==> src/rtl/matrix_op_defs_pkg.sv <==
// Shared definitions for the matrix-op engines.
// Contents: slot metadata layout constant, operation status codes,
//           convolution-generator FSM states and the output matrix name.
package matrix_op_defs_pkg;

  // Each matrix slot starts with this many metadata words before its data.
  localparam int MATRIX_METADATA_WORDS = 1;

  typedef enum logic [2:0] {
    MATRIX_OP_STATUS_SUCCESS = 3'd0,
    MATRIX_OP_STATUS_IDLE    = 3'd1,
    MATRIX_OP_STATUS_BUSY    = 3'd2,
    MATRIX_OP_STATUS_ERR_DIM = 3'd3
  } matrix_op_status_e;

  typedef enum logic [3:0] {
    CONV_IDLE,
    CONV_RD_META_K,
    CONV_RD_META_I,
    CONV_CHECK,
    CONV_LOAD_K,
    CONV_REQ_WR,
    CONV_COMPUTE,
    CONV_EMIT,
    CONV_WAIT_DONE,
    CONV_DONE,
    CONV_ERROR
  } conv_state_e;

  // "CONV" followed by four NUL bytes, first character in the top byte.
  localparam logic [63:0] CONV_MATRIX_NAME = 64'h434F_4E56_0000_0000;

endpackage

==> src/rtl/matrix_op_conv_gen_if.sv <==
// Bus bundle between the convolution generator, its BRAM read port and
// the result-matrix writer.
// master: the generator (drives read_addr and the writer-facing outputs).
// slave : the memory/writer side.
interface matrix_op_conv_gen_if #(
  parameter int ADDR_WIDTH = 14,
  parameter int DATA_WIDTH = 32
);
  logic [ADDR_WIDTH-1:0] read_addr;
  logic [DATA_WIDTH-1:0] data_out;
  logic                  write_request;
  logic                  write_ready;
  logic [2:0]            matrix_id;
  logic [7:0]            actual_rows;
  logic [7:0]            actual_cols;
  logic [7:0][7:0]       matrix_name;
  logic [DATA_WIDTH-1:0] data_in;
  logic                  data_valid;
  logic                  writer_ready;
  logic                  write_done;

  modport master (
    output read_addr, write_request, matrix_id, actual_rows, actual_cols,
           matrix_name, data_in, data_valid,
    input  data_out, write_ready, writer_ready, write_done
  );

  modport slave (
    input  read_addr, write_request, matrix_id, actual_rows, actual_cols,
           matrix_name, data_in, data_valid,
    output data_out, write_ready, writer_ready, write_done
  );
endinterface

==> src/rtl/conv_mac_unit.sv <==
// Multiply-accumulate for one convolution output element.
// Ports: clk/rst, clear (zero the accumulator, wins over enable),
//        enable (add a*b), a/b operands, acc wrapped accumulator.
module conv_mac_unit #(
  parameter int DATA_WIDTH = 32
) (
  input  logic                  clk,
  input  logic                  rst,
  input  logic                  clear,
  input  logic                  enable,
  input  logic [DATA_WIDTH-1:0] a,
  input  logic [DATA_WIDTH-1:0] b,
  output logic [DATA_WIDTH-1:0] acc
);

  // The low DATA_WIDTH bits of a two's complement product do not depend on
  // signedness, so an unsigned multiply truncated to DATA_WIDTH is exact.
  always_ff @(posedge clk or posedge rst) begin
    if (rst)         acc <= '0;
    else if (clear)  acc <= '0;
    else if (enable) acc <= acc + a * b;
  end

endmodule

==> src/rtl/matrix_op_conv_gen.sv <==
// 2-D cross-correlation of an image slot with a kernel slot, result
// streamed to the matrix writer.
// Ports: clk, rst (async, active-high); start + kernel/image/dst slot ids
//        and stride2 as the command; busy/status report progress; bus
//        carries the BRAM read port and the writer handshake.
module matrix_op_conv_gen
  import matrix_op_defs_pkg::*;
#(
  parameter int BLOCK_SIZE = 1024,
  parameter int ADDR_WIDTH = 14,
  parameter int DATA_WIDTH = 32,
  parameter int MAX_K      = 5,
  parameter int MAX_DIM    = 32
) (
  input  logic                clk,
  input  logic                rst,
  input  logic                start,
  input  logic [2:0]          kernel_src_id,
  input  logic [2:0]          image_src_id,
  input  logic [2:0]          dst_id,
  input  logic                stride2,
  output logic                busy,
  output matrix_op_status_e   status,
  matrix_op_conv_gen_if.master bus
);

  // Counter width covers 0..MAX_K*MAX_K; the cache is sized to match exactly.
  localparam int CW     = $clog2(MAX_K * MAX_K + 1);
  localparam int KDEPTH = 1 << CW;
  localparam logic [7:0] MAX_K8   = 8'(MAX_K);
  localparam logic [7:0] MAX_DIM8 = 8'(MAX_DIM);
  localparam logic [ADDR_WIDTH-1:0] META = ADDR_WIDTH'(MATRIX_METADATA_WORDS);

  conv_state_e           state;
  logic [2:0]            k_id, i_id, d_id;
  logic                  s2, meta_phase;
  logic [7:0]            kr, kc, ir, ic, or_n, oc_n;
  logic [7:0]            out_r, out_c, tkr, tkc;
  logic [CW-1:0]         nk, iss_cnt, cap_cnt, tap_p0, tap_p1;
  logic                  rd_v0, rd_v1;
  logic [DATA_WIDTH-1:0] kcache [KDEPTH];
  logic                  mac_clear, mac_en;
  logic [DATA_WIDTH-1:0] mac_acc;
  logic [ADDR_WIDTH-1:0] k_base, i_base, row_a, col_a, img_addr;
  logic                  dim_bad;

  always_comb begin
    k_base   = ADDR_WIDTH'(k_id) * ADDR_WIDTH'(BLOCK_SIZE);
    i_base   = ADDR_WIDTH'(i_id) * ADDR_WIDTH'(BLOCK_SIZE);
    row_a    = (ADDR_WIDTH'(out_r) << s2) + ADDR_WIDTH'(tkr);
    col_a    = (ADDR_WIDTH'(out_c) << s2) + ADDR_WIDTH'(tkc);
    img_addr = i_base + META + row_a * ADDR_WIDTH'(ic) + col_a;
    dim_bad  = (kr == 8'd0) || (kc == 8'd0) || (kr > MAX_K8) || (kc > MAX_K8) ||
               (ir > MAX_DIM8) || (ic > MAX_DIM8) || (kr > ir) || (kc > ic);
    // rd_v1 marks the cycle in which data_out answers the read issued two
    // edges earlier; tap_p1 is the kernel index that read belongs to.
    mac_en    = (state == CONV_COMPUTE) && rd_v1;
    mac_clear = ((state == CONV_REQ_WR) && bus.write_ready) ||
                ((state == CONV_EMIT) && bus.writer_ready);
  end

  conv_mac_unit #(.DATA_WIDTH(DATA_WIDTH)) u_mac (
    .clk    (clk),
    .rst    (rst),
    .clear  (mac_clear),
    .enable (mac_en),
    .a      (kcache[tap_p1]),
    .b      (bus.data_out),
    .acc    (mac_acc)
  );

  // Main sequencer. Reads are issued from read_addr and their data is
  // consumed two edges later, tracked by the rd_v0/rd_v1 shift pair.
  always_ff @(posedge clk or posedge rst) begin
    if (rst) begin
      state           <= CONV_IDLE;
      busy            <= 1'b0;
      status          <= MATRIX_OP_STATUS_IDLE;
      bus.read_addr   <= '0;
      bus.write_request <= 1'b0;
      bus.matrix_id   <= '0;
      bus.actual_rows <= '0;
      bus.actual_cols <= '0;
      bus.matrix_name <= '0;
      bus.data_in     <= '0;
      bus.data_valid  <= 1'b0;
      k_id <= '0; i_id <= '0; d_id <= '0;
      s2 <= 1'b0; meta_phase <= 1'b0;
      kr <= '0; kc <= '0; ir <= '0; ic <= '0; or_n <= '0; oc_n <= '0;
      out_r <= '0; out_c <= '0; tkr <= '0; tkc <= '0;
      nk <= '0; iss_cnt <= '0; cap_cnt <= '0; tap_p0 <= '0; tap_p1 <= '0;
      rd_v0 <= 1'b0; rd_v1 <= 1'b0;
      for (int i = 0; i < KDEPTH; i++) kcache[i] <= '0;
    end else begin
      rd_v0  <= 1'b0;
      rd_v1  <= rd_v0;
      tap_p1 <= tap_p0;
      case (state)
        CONV_IDLE: if (start) begin
          k_id          <= kernel_src_id;
          i_id          <= image_src_id;
          d_id          <= dst_id;
          s2            <= stride2;
          bus.read_addr <= ADDR_WIDTH'(kernel_src_id) * ADDR_WIDTH'(BLOCK_SIZE);
          meta_phase    <= 1'b0;
          busy          <= 1'b1;
          status        <= MATRIX_OP_STATUS_BUSY;
          state         <= CONV_RD_META_K;
        end
        // Image metadata read overlaps the kernel metadata latency.
        CONV_RD_META_K: if (!meta_phase) begin
          bus.read_addr <= i_base;
          meta_phase    <= 1'b1;
        end else begin
          kr    <= bus.data_out[31:24];
          kc    <= bus.data_out[23:16];
          state <= CONV_RD_META_I;
        end
        CONV_RD_META_I: begin
          ir    <= bus.data_out[31:24];
          ic    <= bus.data_out[23:16];
          state <= CONV_CHECK;
        end
        CONV_CHECK: if (dim_bad) begin
          state <= CONV_ERROR;
        end else begin
          or_n          <= ((ir - kr) >> s2) + 8'd1;
          oc_n          <= ((ic - kc) >> s2) + 8'd1;
          nk            <= CW'(kr) * CW'(kc);
          bus.read_addr <= k_base + META;
          rd_v0         <= 1'b1;
          iss_cnt       <= CW'(1);
          cap_cnt       <= '0;
          state         <= CONV_LOAD_K;
        end
        CONV_LOAD_K: begin
          if (iss_cnt != nk) begin
            bus.read_addr <= bus.read_addr + ADDR_WIDTH'(1);
            rd_v0         <= 1'b1;
            iss_cnt       <= iss_cnt + CW'(1);
          end
          if (rd_v1) begin
            kcache[cap_cnt] <= bus.data_out;
            cap_cnt         <= cap_cnt + CW'(1);
            if (cap_cnt == nk - CW'(1)) begin
              bus.write_request <= 1'b1;
              bus.matrix_id     <= d_id;
              bus.actual_rows   <= or_n;
              bus.actual_cols   <= oc_n;
              bus.matrix_name   <= CONV_MATRIX_NAME;
              state             <= CONV_REQ_WR;
            end
          end
        end
        CONV_REQ_WR: if (bus.write_ready) begin
          bus.write_request <= 1'b0;
          out_r <= '0; out_c <= '0; tkr <= '0; tkc <= '0;
          iss_cnt <= '0; cap_cnt <= '0;
          state <= CONV_COMPUTE;
        end
        // Issue one image read per cycle; the result is ready the cycle
        // after the last product has been accumulated.
        CONV_COMPUTE: begin
          if (iss_cnt != nk) begin
            bus.read_addr <= img_addr;
            rd_v0         <= 1'b1;
            tap_p0        <= iss_cnt;
            iss_cnt       <= iss_cnt + CW'(1);
            if (tkc == kc - 8'd1) begin
              tkc <= '0;
              tkr <= tkr + 8'd1;
            end else begin
              tkc <= tkc + 8'd1;
            end
          end
          if (rd_v1) cap_cnt <= cap_cnt + CW'(1);
          if (cap_cnt == nk) begin
            bus.data_in    <= mac_acc;
            bus.data_valid <= 1'b1;
            state          <= CONV_EMIT;
          end
        end
        CONV_EMIT: if (bus.writer_ready) begin
          bus.data_valid <= 1'b0;
          iss_cnt <= '0; cap_cnt <= '0; tkr <= '0; tkc <= '0;
          if (out_c == oc_n - 8'd1) begin
            out_c <= '0;
            if (out_r == or_n - 8'd1) begin
              state <= CONV_WAIT_DONE;
            end else begin
              out_r <= out_r + 8'd1;
              state <= CONV_COMPUTE;
            end
          end else begin
            out_c <= out_c + 8'd1;
            state <= CONV_COMPUTE;
          end
        end
        CONV_WAIT_DONE: if (bus.write_done) state <= CONV_DONE;
        // Final status is published together with busy falling.
        CONV_DONE: begin
          busy   <= 1'b0;
          status <= MATRIX_OP_STATUS_SUCCESS;
          state  <= CONV_IDLE;
        end
        CONV_ERROR: begin
          busy   <= 1'b0;
          status <= MATRIX_OP_STATUS_ERR_DIM;
          state  <= CONV_IDLE;
        end
        default: state <= CONV_IDLE;
      endcase
    end
  end

endmodule

==> src/flat_wrapper.sv <==
// flat-port wrapper written by rule: the top's interface ports become plain ports
module matrix_op_conv_gen_flat import matrix_op_defs_pkg::*;
#(
  parameter int BLOCK_SIZE = 1024,
  parameter int ADDR_WIDTH = 14,
  parameter int DATA_WIDTH = 32,
  parameter int MAX_K      = 5,
  parameter int MAX_DIM    = 32
)
  (clk, rst, start, kernel_src_id, image_src_id, dst_id, stride2, busy, status, bus_read_addr, bus_write_request, bus_matrix_id, bus_actual_rows, bus_actual_cols, bus_matrix_name, bus_data_in, bus_data_valid, bus_data_out, bus_write_ready, bus_writer_ready, bus_write_done);
  matrix_op_conv_gen_if #(.ADDR_WIDTH(ADDR_WIDTH), .DATA_WIDTH(DATA_WIDTH)) bus_i ();
  input  logic clk;
  input  logic rst;
  input  logic start;
  input  logic [2:0] kernel_src_id;
  input  logic [2:0] image_src_id;
  input  logic [2:0] dst_id;
  input  logic stride2;
  output logic busy;
  output matrix_op_status_e status;
  output wire logic [$bits(bus_i.read_addr)-1:0] bus_read_addr;
  output wire logic [$bits(bus_i.write_request)-1:0] bus_write_request;
  output wire logic [$bits(bus_i.matrix_id)-1:0] bus_matrix_id;
  output wire logic [$bits(bus_i.actual_rows)-1:0] bus_actual_rows;
  output wire logic [$bits(bus_i.actual_cols)-1:0] bus_actual_cols;
  output wire logic [$bits(bus_i.matrix_name)-1:0] bus_matrix_name;
  output wire logic [$bits(bus_i.data_in)-1:0] bus_data_in;
  output wire logic [$bits(bus_i.data_valid)-1:0] bus_data_valid;
  input wire logic [$bits(bus_i.data_out)-1:0] bus_data_out;
  input wire logic [$bits(bus_i.write_ready)-1:0] bus_write_ready;
  input wire logic [$bits(bus_i.writer_ready)-1:0] bus_writer_ready;
  input wire logic [$bits(bus_i.write_done)-1:0] bus_write_done;
  assign bus_read_addr = bus_i.read_addr;
  assign bus_write_request = bus_i.write_request;
  assign bus_matrix_id = bus_i.matrix_id;
  assign bus_actual_rows = bus_i.actual_rows;
  assign bus_actual_cols = bus_i.actual_cols;
  assign bus_matrix_name = bus_i.matrix_name;
  assign bus_data_in = bus_i.data_in;
  assign bus_data_valid = bus_i.data_valid;
  assign bus_i.data_out = bus_data_out;
  assign bus_i.write_ready = bus_write_ready;
  assign bus_i.writer_ready = bus_writer_ready;
  assign bus_i.write_done = bus_write_done;
  matrix_op_conv_gen #(.BLOCK_SIZE(BLOCK_SIZE), .ADDR_WIDTH(ADDR_WIDTH), .DATA_WIDTH(DATA_WIDTH), .MAX_K(MAX_K), .MAX_DIM(MAX_DIM)) u_core (.clk(clk), .rst(rst), .start(start), .kernel_src_id(kernel_src_id), .image_src_id(image_src_id), .dst_id(dst_id), .stride2(stride2), .busy(busy), .status(status), .bus(bus_i));
endmodule
==> config.mk <==
export PLATFORM = sky130hd
export DESIGN_NAME = matrix_op_conv_gen_flat
export DESIGN_NICKNAME = d
export VERILOG_FILES = /design/src/rtl/matrix_op_defs_pkg.sv /design/src/rtl/matrix_op_conv_gen_if.sv /design/src/rtl/conv_mac_unit.sv /design/src/rtl/matrix_op_conv_gen.sv /design/src/flat_wrapper.sv
export SDC_FILE = /design/constraint.sdc
export NUM_CORES = 2
export LEC_CHECK = 0
export ABC_CLOCK_PERIOD_IN_PS = 49900
export CORE_UTILIZATION = 65
export DETAILED_ROUTE_END_ITERATION = 16
export DONT_BUFFER_PORTS = 1
export PLACE_DENSITY_LB_ADDON = 0.12
export SLEW_MARGIN = 20
export SYNTH_ARGS = -nofsm -noshare
export SYNTH_HDL_FRONTEND = slang
export SYNTH_SLANG_ARGS = --single-unit
==> constraint.sdc <==
create_clock -name clk -period 49.9 [get_ports clk]
set_clock_uncertainty 0.2 [all_clocks]
set_input_delay 7.485 -clock clk [delete_from_list [all_inputs] [get_ports clk]]
set_output_delay 7.485 -clock clk [all_outputs]
set_load 0.01 [all_outputs]
==> Yosys cells after proc, flatten, opt, wreduce, memory -nomap -nowiden <==
Index checks and enable logic that the tools add are counted.
{ "totals": {"wordCells": 254, "input_bits": 48, "ff_bits": 1252, "output_inout_bits": 135} }
{ "op_classes": {"magnitude_cmp": 9, "n_shift": 4, "n_mul": 3, "mux": 65, "n_bitwise": 3, "addsub": 22, "n_reduce_logical": 47, "eq_ne": 33} }
{ "ops": {"columns": ["op", "n"], "rows": [
  ["1024-bit bitwise mux", 1],
  ["32-bit binary-select mux with 5-bit select", 1],
  ["32-bit demux with 5-bit select", 1],
  ["32-bit two-way mux", 5],
  ["8-bit two-way mux", 11],
  ["14-bit two-way mux", 5],
  ["14-bit case mux with 5 select lines", 1],
  ["8-bit by 1-bit adder with 8-bit output, second input constant", 6],
  ["8-bit case mux with 3 select lines", 2],
  ["4-bit two-way mux", 11],
  ["5-bit case mux with 4 select lines", 2],
  ["4-bit case mux with 9 select lines", 1],
  ["32-bit adder", 1],
  ["32-bit by 32-bit multiplier with 32-bit output", 1],
  ["8-bit case mux with 2 select lines", 2],
  ["5-bit two-way mux", 6],
  ["13-bit by 1-bit adder with 14-bit output, second input constant", 2],
  ["14-bit adder", 2],
  ["14-bit by 8-bit adder with 14-bit output", 2],
  ["8-bit by 1-bit << shifter with 14-bit output", 2],
  ["8-bit equality test", 3],
  ["8-bit by 1-bit subtractor with 8-bit output, second input constant", 3],
  ["2-bit inequality test, second input constant", 11],
  ["5-bit AND reduction", 4],
  ["other kinds (39)", 100]
]} }

==> Depth between registers and ports, before layout <==
{ "depth": {"depth_word": 10, "mapped_depth": 39, "mapped_depth_nobuf": 32} }

==> Modules after synthesis <==
A second synthesis with hierarchy kept.
{ "unflattened": {"hier_cells": 6289, "area_unflattened_um2": 78921.9} }
{ "by_module_without_submodules": {"columns": ["mod", "n_inst", "cells_each", "seq_area_each_um2", "area_per_inst_um2"], "rows": [
  ["matrix_op_conv_gen", 1, 4262, 30455.5, 60694.5],
  ["conv_mac_unit", 1, 2027, 800.8, 18227.5]
]} }

==> Least setup slack after synthesis <==
Ideal clock, no wire load.
{ "synth_timing": {"path_kind": "input-to-reg", "from": "input port bus_data_out[0]", "to": "register u_core.u_mac.acc[30]", "setup_time_ns": 0.069, "path_buffers": 3, "path_slack_ns": 35.217, "t_required_ns": 49.631, "t_arrival_ns": 14.414, "stages": 28, "path_cell_list": "clkbuf_1 clkbuf_1 clkbuf_1 nand2_1 fa_1 fa_1 inv_1 fa_1 inv_1 fa_1 inv_1 fa_1 fa_1 fa_1 inv_1 fa_1 inv_1 ha_1 a21oi_1 nor2b_1 o21ai_0 nand2b_1 nand2_1 nor2b_1 nand3_1 o31a_1 or4b_1 nand3_1"} }
{ "synth_via": {"elab_chain_cells": 4} }
{ "synth_rtl": {"columns": ["element", "line_no", "text"], "rows": [
  ["from (decl)", "flat_wrapper.sv:29", "input wire logic [$bits(bus_i.data_out)-1:0] bus_data_out;"],
  ["32-bit by 32-bit multiplier with 32-bit output", "conv_mac_unit.sv:21", "else if (enable) acc <= acc + a * b;"],
  ["32-bit adder", "conv_mac_unit.sv:21", null],
  ["32-bit two-way mux", "conv_mac_unit.sv:21", null],
  ["32-bit two-way mux", "conv_mac_unit.sv:20", "else if (clear) acc <= '0;"],
  ["to (signal assigned)", "conv_mac_unit.sv:21", null],
  ["to (decl)", "conv_mac_unit.sv:13", "output logic [DATA_WIDTH-1:0] acc"]
]} }
Every way passes these cells. The select of a mux whose other input is x is not followed.
A chain may end at the register's enable or synchronous reset.

==> Final worst setup path <==
{ "layout_timing": {"from": "input port bus_data_out[2]", "to": "register u_core.u_mac.acc[30]"} }
Same word-level chain as after synthesis.

==> run_results.csv <==
group,metric,value,unit
run_status,status,"complete, no violations",
worst_setup_path,cp.required,50.40,ns
synthesis,synth_top_cells_by_area,"dfrtp_1 (40%), mux2_2 (16%), fa_1 (13%), mux4_2 (8.1%), ha_1 (3.3%)",
worst_setup_path,start_kind,"input port",
timing,finalSetupViolations,0,
clock_tree,cts_max_level,4,
timing,final_hold_viol_count,0,
synthesis,yosysTopAreaCell,"dfrtp_1",
power_and_ir_drop,swShare,42.8,%
place,dp_cells,7539,
die,start_util,65.5,%
power_and_ir_drop,p_int,3.44,mW
power_and_ir_drop,cellPowerDensity,71.8,mW/mm2
clock_tree,clockBufferDepth,3,
timing,min_period,14.02,ns
clock_tree,path_clk_slew,0.06,ns
global_route,grt_pass1_vias,51300,
power_and_ir_drop,clkPwrFrac,17.5,%
die,fp-row-count,127,
clock_tree,post_cts_buffers,0,
power_and_ir_drop,leakagePower,37.1,nW
layout,fin_nets,6820,
route,vias,48700,
clock_tree,cts_resized,0,
timing,maxSlewHeadroom,25.1,%
route,firstDrtPassIters,5,
route,drc,0,
place,io_buffers,0,
die,num_io_pins,183,
timing,rsz0062_at_grt,"false",
die,die_h,349,um
run,cap_violations,0,
timing,worst_slew_pin_slew,1.12,ns
worst_setup_path,cp_max_fo,62,
synthesis,synth_compound_area_share,3.16,%
power_and_ir_drop,p_seq_share,18.3,%
synthesis,muxShareOfSynthArea,25.0,%
worst_setup_path,crit_cells,26,
worst_setup_path,reg2regPathDepth,32,
synthesis,async_reset_ff_share,100,%
power_and_ir_drop,pwr-share-comb,64.3,%
synthesis,synth.ff_latch_count,1249,
synthesis,synth_edf_count,0,
synthesis,synth_fa_ha_area_share,16.1,%
place,dpl.hpwl,122,mm
die,fp.dieW,349,um
synthesis,post_synth_instance_area,0.0785,mm2
timing,tns,0,ns
global_route,grt_max_degree,174,
synthesis,synth_cells,6296,
route,drt_iter0_markers,3932,
timing,finalCritPeriodShare,28.1,%
clock_tree,cts_sinks,1249,
synthesis,yosys_most_used_dff,"dfrtp_1",
worst_setup_path,arrival,14.52,ns
layout,num-fill-cells,8383,
route,final_antenna_net_count,0,
synthesis,synth.most_common_cell,"dfrtp_1",
global_route,antenna_found_initial,3,
timing,slew_violations,0,
layout,area_growth,6.93,%
layout,layout.cells.non_filler,7782,
worst_setup_path,startpoint,"bus_data_out[2]",
synthesis,synth_xor_area_share,2.30,%
worst_setup_path,crit_path_end_kind,"flip-flop",
synthesis,synthDistinctLibCells,80,
synthesis,synth_top_family_by_area,"multiplexers",
synthesis,synthSimpleGateAreaFrac,7.44,%
synthesis,yosys_warnings,0,
global_route,grt.overflow.total,0,
global_route,groute.usage.overall,34.2,%
die,dieArea,0.122,mm2
place,routabilityCongestion,0.888,
worst_setup_path,slowest_delay,0.58,ns
worst_setup_path,crit_buf_inv,4,
worst_hold_path,hold_path.class,"reg -> reg",
layout,seqCellArea,0.0313,mm2
clock_tree,clk_latency,0.80,ns
route,routedWlPerCell,25.8,um
clock_tree,root_buffer,"clkbuf_16",
synthesis,synth.avg_cell_area,12.5,um2
power_and_ir_drop,p_sw,2.58,mW
clock_tree,cts_buffers,134,
layout,drive_above_1_share,28.9,%
route,routed_wl,201,mm
global_route,grt_first_pass_wirelength,312,mm
worst_hold_path,worstHoldStart,"u_core.rd_v0",
clock_tree,hold_buffers,0,
route,viasPerCell,6.26,
clock_tree,cts_tree,"done",
worst_setup_path,path_class,"in -> reg",
die,coreArea,0.120,mm2
power_and_ir_drop,peakVddDrop,0.221,mV
worst_setup_path,cp_top_family,"adder cells",
worst_setup_path,worst_path_most_repeated_cell,"fa_1",
timing,fmax,71.3,MHz
worst_setup_path,r2r-start,"u_core.tap_p1[0]",
worst_hold_path,min_path_cells,0,
synthesis,seq_area_frac_synth,39.8,%
worst_setup_path,worst_path_max_delay_cell,"fa_1",
layout,multiInputGateArea,0.0428,mm2
synthesis,ys_top_cells_by_count,"dfrtp_1 (1248), mux2_2 (1120), inv_1 (625)",
synthesis,synth_top_area_share,39.8,%
sequential cells by signal (all words and copies together), names as in the netlist, 14 cells and up:
signal / count
u_core.kcache: 1024
u_core.bus.read_addr: 14
u_core.bus.data_in: 32
u_core.u_mac.acc: 32
power by group through the flow:
stage	Clock [mW]	Combinational [mW]	Sequential [mW]
floorplan	0	3.06	1.11
global placement	0	3.75	1.11
detailed placement	0	3.83	1.12
CTS	1.07	3.86	1.10
global route	1.11	4.38	1.11
finish	1.05	3.87	1.10
cell families after synthesis:
logic type	after synthesis
flip-flops	1249
other	1
AND/OR/NAND/NOR	1130
adder cells (fa/ha/maj)	708
AO/OA/AOI/OAI	406
XOR/XNOR	201
buffers and inverters	1136
multiplexers	1465
area by class of cell:
class	count	share of cell area, %
antenna	2	0.00596
clock buffer	195	4.69
timing repair buffer	92	0.926
multi-input combinational	3959	51.0
inverter	628	2.82
sequential	1249	37.3
clock inverter	45	0.927
tap	1612	2.40
per-stage QoR:
step	setup slack (ns)	hold WS, ns	area, um2	power [mW]	utilization (%)
after floorplan	7.02	0.131	78700	4.17	-
after global placement	35.22	0.134	79200	4.86	66.1
after detailed placement	35.17	0.151	79200	4.94	66.1
after CTS	35.95	0.163	83900	6.02	70.0
after global routing	35.55	0.161	83900	6.59	70.0
final	35.88	0.155	83900	6.02	70.0
path summary, 6_finish.rpt:
check                                  endpoint  slack (ns)
hold reg to reg                    u_core.rd_v1        0.16
setup reg to reg           u_core.u_mac.acc[30]       38.49
setup / recovery           u_core.u_mac.acc[30]       35.88
max in group asynchronous    u_core.kcache[157]       39.20
hold / removal                     u_core.rd_v1        0.16
min in group asynchronous    u_core.kcache[866]        6.47
cells in the final DEF, fill, tap and decap left out, types with 127 or more instances in the layout:
cell | synthesis | layout
and2_1 | 138 | 138
clkbuf_16 | 0 | 136
dfrtp_1 | 1248 | 1242
fa_1 | 504 | 504
ha_1 | 204 | 204
inv_1 | 625 | 624
mux2_2 | 1120 | 1120
mux4_2 | 283 | 283
nand2_1 | 360 | 326
nor2b_1 | 245 | 244
o21ai_0 | 151 | 151
xnor2_1 | 127 | 127
metal layers:
metal / vias to the layer above / global-route usage (%) / wire [um]
li1: 20600 / - / -
met1: 26100 / 47.5 / 85000
met2: 1600 / 55.6 / 96300
met3: 359 / 5.66 / 13400
met4: 0 / 10.7 / 6220
met5: - / 0 / 0
Power figures use the tool's default switching activity.
